===== src/rtl/sync_updown_counter.sv =====
// Up/down counter with a programmable terminal count, parallel load, and an optional
// saturating mode. A sticky flag records every wrap until the next load or reset.
module sync_updown_counter #(
  parameter int unsigned         WIDTH    = 4,
  parameter logic [WIDTH-1:0]    MAX      = {WIDTH{1'b1}},
  parameter bit                  SATURATE = 1'b0
) (
  input  logic             clk,
  input  logic             rst,
  input  logic             en,
  input  logic             up,
  input  logic             load,
  input  logic [WIDTH-1:0] load_val,
  output logic [WIDTH-1:0] out,
  output logic             tc,
  output logic             wrapped
);

  logic [WIDTH-1:0] count_reg;
  logic [WIDTH-1:0] count_next;
  logic             wrapped_reg;
  logic             wrapped_next;
  logic             at_top;
  logic             at_bottom;
  logic [WIDTH-1:0] load_clamped;

  assign at_top       = (count_reg == MAX);
  assign at_bottom    = (count_reg == '0);
  // Loads above the terminal count are clamped so out never exceeds MAX.
  assign load_clamped = (load_val > MAX) ? MAX : load_val;

  always_comb begin
    count_next   = count_reg;
    wrapped_next = wrapped_reg;
    if (load) begin
      count_next   = load_clamped;
      wrapped_next = 1'b0;
    end else if (en) begin
      if (up) begin
        if (!at_top) begin
          count_next = count_reg + WIDTH'(1);
        end else if (!SATURATE) begin
          count_next   = '0;
          wrapped_next = 1'b1;
        end
      end else begin
        if (!at_bottom) begin
          count_next = count_reg - WIDTH'(1);
        end else if (!SATURATE) begin
          count_next   = MAX;
          wrapped_next = 1'b1;
        end
      end
    end
  end

  always_ff @(posedge clk or negedge rst) begin
    if (!rst) begin
      count_reg   <= '0;
      wrapped_reg <= 1'b0;
    end else begin
      count_reg   <= count_next;
      wrapped_reg <= wrapped_next;
    end
  end

  assign out     = count_reg;
  assign wrapped = wrapped_reg;
  // Flags the step that is about to cross a boundary, before the edge happens.
  assign tc      = en & ~load & ((up & at_top) | (~up & at_bottom));

endmodule


===== config.mk =====
export PLATFORM = sky130hd
export DESIGN_NAME = sync_updown_counter
export DESIGN_NICKNAME = d
export VERILOG_FILES = /design/src/rtl/sync_updown_counter.sv
export SDC_FILE = /design/constraint.sdc
export NUM_CORES = 1
export LEC_CHECK = 0
export BUFFER_PORTS_ARGS = -buffer_cell sky130_fd_sc_hd__buf_4
export CORE_AREA = 2 2 39 41
export DETAILED_ROUTE_END_ITERATION = 12
export DIE_AREA = 0 0 41 43
export GPL_ROUTABILITY_DRIVEN = 0
export PLACE_DENSITY_LB_ADDON = 0.12
export SLEW_MARGIN = 20
export SYNTH_ARGS = -nofsm -noshare
export SYNTH_HDL_FRONTEND = slang
export SYNTH_SLANG_ARGS = --single-unit

===== constraint.sdc =====
create_clock -name clk -period 5 [get_ports clk]
set_input_delay 1 -clock clk [delete_from_list [all_inputs] [get_ports clk]]
set_output_delay 1 -clock clk [all_outputs]
set_load 0.05 [all_outputs]

==> summary.md <==
| Metric | Value |
|---|---|
| Status | `finished clean` |
| Area contributors post-synth | `dfrtp_1, a21oi_1, ha_1` |
| Endpoint class of the critical path | `output pin` |
| Pwr/cell area | `302 nW/um2` |
| Tcrit/Tclk final | `0.613` |
| Largest net degree at the start of global routing | `11` |
| Layout cells sized above 1 | `0.361` |
| Max-cap violation count | `0` |
| Die Footprint | `1760 um2` |
| Post-synth top area cell | `dfrtp_1` |
| Vias per cell | `4.71` |
| Syn Inst Count | `47` |
| P&R area growth vs syn | `31.7%` |
| CTS resizes | `0` |
| First-pass GRT wire length | `1300 um` |
| # hold bufs at CTS | `0` |
| Die width | `41 um` |
| Starting Density | `0.288` |
| Critical path class | `input port to output pin` |
| Worst Clk Skew | `0.216 ps` |
| Top_reg_cell synth | `dfrtp_1` |
| Post-synth top cells | `a21oi_1, dfrtp_1, inv_1, nand2_1, o21ai_0` |
| Avg WL per Cell | `10.1 um` |
| Final HPWL DP | `642 um` |
| Seq/Total Area, Yosys | `0.313` |
| Worst min-delay path class | `flip-flop to flip-flop` |
| Net count reported at finish | `73` |
| Fmax | `0.326 GHz` |
| Worst vdd ir | `0.108 mV` |
| Fraction of registers with async set/reset | `1.00` |
| Postcts setup bufs | `0` |
| Vias in the first global route | `335` |
| H-Tree Depth | `1` |
| Avg Cell Area, Syn | `8.49 um2` |
| Final setup violation count | `0` |
| WHS Path Cells | `2` |
| TritonCTS clock tree | `done` |
| DR vias | `363` |
| Register bit count reported by yosys | `5` |
| Worst-margin pin slew | `310 ps` |
| Pre-Repair DR Iteration Count | `1` |
| Max-slew violations | `0` |
| RSZ-0062 raised after global routing | `false` |
| Initial DRC Count | `0` |
| Port buffer count | `14` |
| Num rows | `14` |
| Post-synth EDFFs | `0` |
| Crit path largest cell delay | `380 ps` |
| Final hold vios | `0` |
| Syn nets | `58` |
| Remaining global-route overflow | `0` |
| Io pins | `15` |
| Post-DRT Antenna Nets | `0` |
| Worst R2R Path Depth | `6` |
| Clock Path Buffers | `2` |
| Setup TNS | `0 ps` |
| Post-synthesis cell area | `399 um2` |
| Clock root buffer | `clkbuf_4` |
| Min cycle time layout | `3060 ps` |
| CTS buffer count | `3` |
| Share of the synthesized area in the top cell type | `0.313` |
| Lkg Pwr | `0.248 nW` |
| Clk slew on worst S/H paths | `40 ps` |
| GRT Overall Usage | `0.107` |
| Crit path launch type | `input port` |
| Arrival time at the worst endpoint | `2060 ps` |
| Clock Latency Late Sink | `240 ps` |
| Synth cell types | `25` |
| Slowest-stage cell, CP | `or3b_4` |
| Max-slew headroom | `0.794` |
| Syn. warnings | `0` |
| CP required | `4000 ps` |
| Most used cell, CP | `buf_4` |
| Antenna diode count | `0` |
| Die H | `43 um` |
| Core ar. | `1380 um2` |
| Max FFs per register | `4` |
| Worst-path fanout max | `7` |
| Initial antenna violation count | `0` |
| DRC violations left | `0` |
| Cell Chain, Critical Path | `buf_4, or3b_4, o21ai_0, nand2_1, nor2_1, buf_4` |
| DRT Wirelength | `781 um` |
| Sinks on the clock net | `5` |
| PnR Total Power | `0.159 mW` |
[report_power, final]
part           switching (mW)  total [mW]  internal [mW]  leakage (nW)
combinational          0.0331      0.0583         0.0252         0.171
sequential            0.00999      0.0549         0.0449        0.0616
clock                  0.0155      0.0456         0.0301        0.0150
total                  0.0586       0.159          0.100         0.248
[worst max-delay path, delay by kind of cell]
family | cells | cell delay, ps
AND/OR/NAND/NOR | 3 | 570
buffers and inverters | 2 | 340
AO/OA/AOI/OAI | 1 | 160
[through the flow]
step | setup slack (ps) | util | instances | hold WS (ps) | cell area [um2]
floorplan | 1610 | - | 47 | 704 | 399
detailed placement | 1930 | 0.361 | 73 | 516 | 499
finish | 1940 | 0.380 | 77 | 517 | 526
CTS | 1920 | 0.380 | 77 | 525 | 526
global placement | 1940 | 0.361 | 73 | 513 | 499
global route | 1840 | 0.380 | 77 | 551 | 526
[metal layers]
| metal | vias to the layer above | share of wire | global-route usage |
|---|---|---|---|
| li1 | 191 | - | - |
| met1 | 161 | 0.46 | 0.138 |
| met2 | 11 | 0.47 | 0.163 |
| met3 | 0 | 0.068 | 0.0157 |
| met4 | 0 | 0 | 0.0600 |
| met5 | - | 0 | 0 |
[worst paths after layout]
kind,slack (ps),endpoint,startpoint
setup / recovery,1940,tc,up
hold / removal,520,wrapped,wrapped
setup reg to reg,3330,out[0],out[0]
hold reg to reg,520,wrapped,wrapped
max in group asynchronous,4340,out[3],rst
min in group asynchronous,560,out[2],rst
[cell families after synthesis]
family,count (synthesis),share of synthesized area
AOI/OAI and AO/OA,18,0.317
and+or+nand+nor,11,0.138
buffers and inverters,8,0.100
DFF,5,0.313
xor gates and xnor gates,2,0.0439
adders and majority gates,2,0.0627
muxes,1,0.0251
[area by class of cell]
class                           count  area [um2]
Inverter                            4        15.0
Sequential cell                     5         125
Fill cell                         155         858
Timing Repair Buffer               14         105
Multi-Input combinational cell     34         234
Tap cell                           16        20.0
Clock buffer                        4        26.3
[layout by cell type, fill, tap and decap left out]
| cell | Yosys | layout |
|---|---|---|
| o21ai_0 | 4 | 4 |
| clkbuf_1 | 0 | 1 |
| o21ai_2 | 1 | 1 |
| xnor2_1 | 1 | 1 |
| a21o_1 | 1 | 1 |
| clkbuf_4 | 0 | 3 |
| mux2i_1 | 1 | 1 |
| nand4_1 | 1 | 1 |
| o221ai_1 | 1 | 1 |
| a21oi_1 | 5 | 5 |
| a221oi_2 | 1 | 1 |
| nand3_1 | 1 | 1 |
| inv_1 | 4 | 4 |
| nand2_1 | 4 | 4 |
| xor2_1 | 1 | 1 |
| ha_1 | 2 | 2 |
| nor2_1 | 3 | 3 |
| o21ba_2 | 1 | 1 |
| nor2b_1 | 1 | 1 |
| a31o_2 | 1 | 1 |
| or3b_4 | 1 | 1 |
| o31ai_1 | 2 | 2 |
| dfrtp_1 | 5 | 5 |
| buf_4 | 0 | 14 |
| a21boi_0 | 1 | 1 |
No activity file was read; power rests on OpenSTA's default activity.
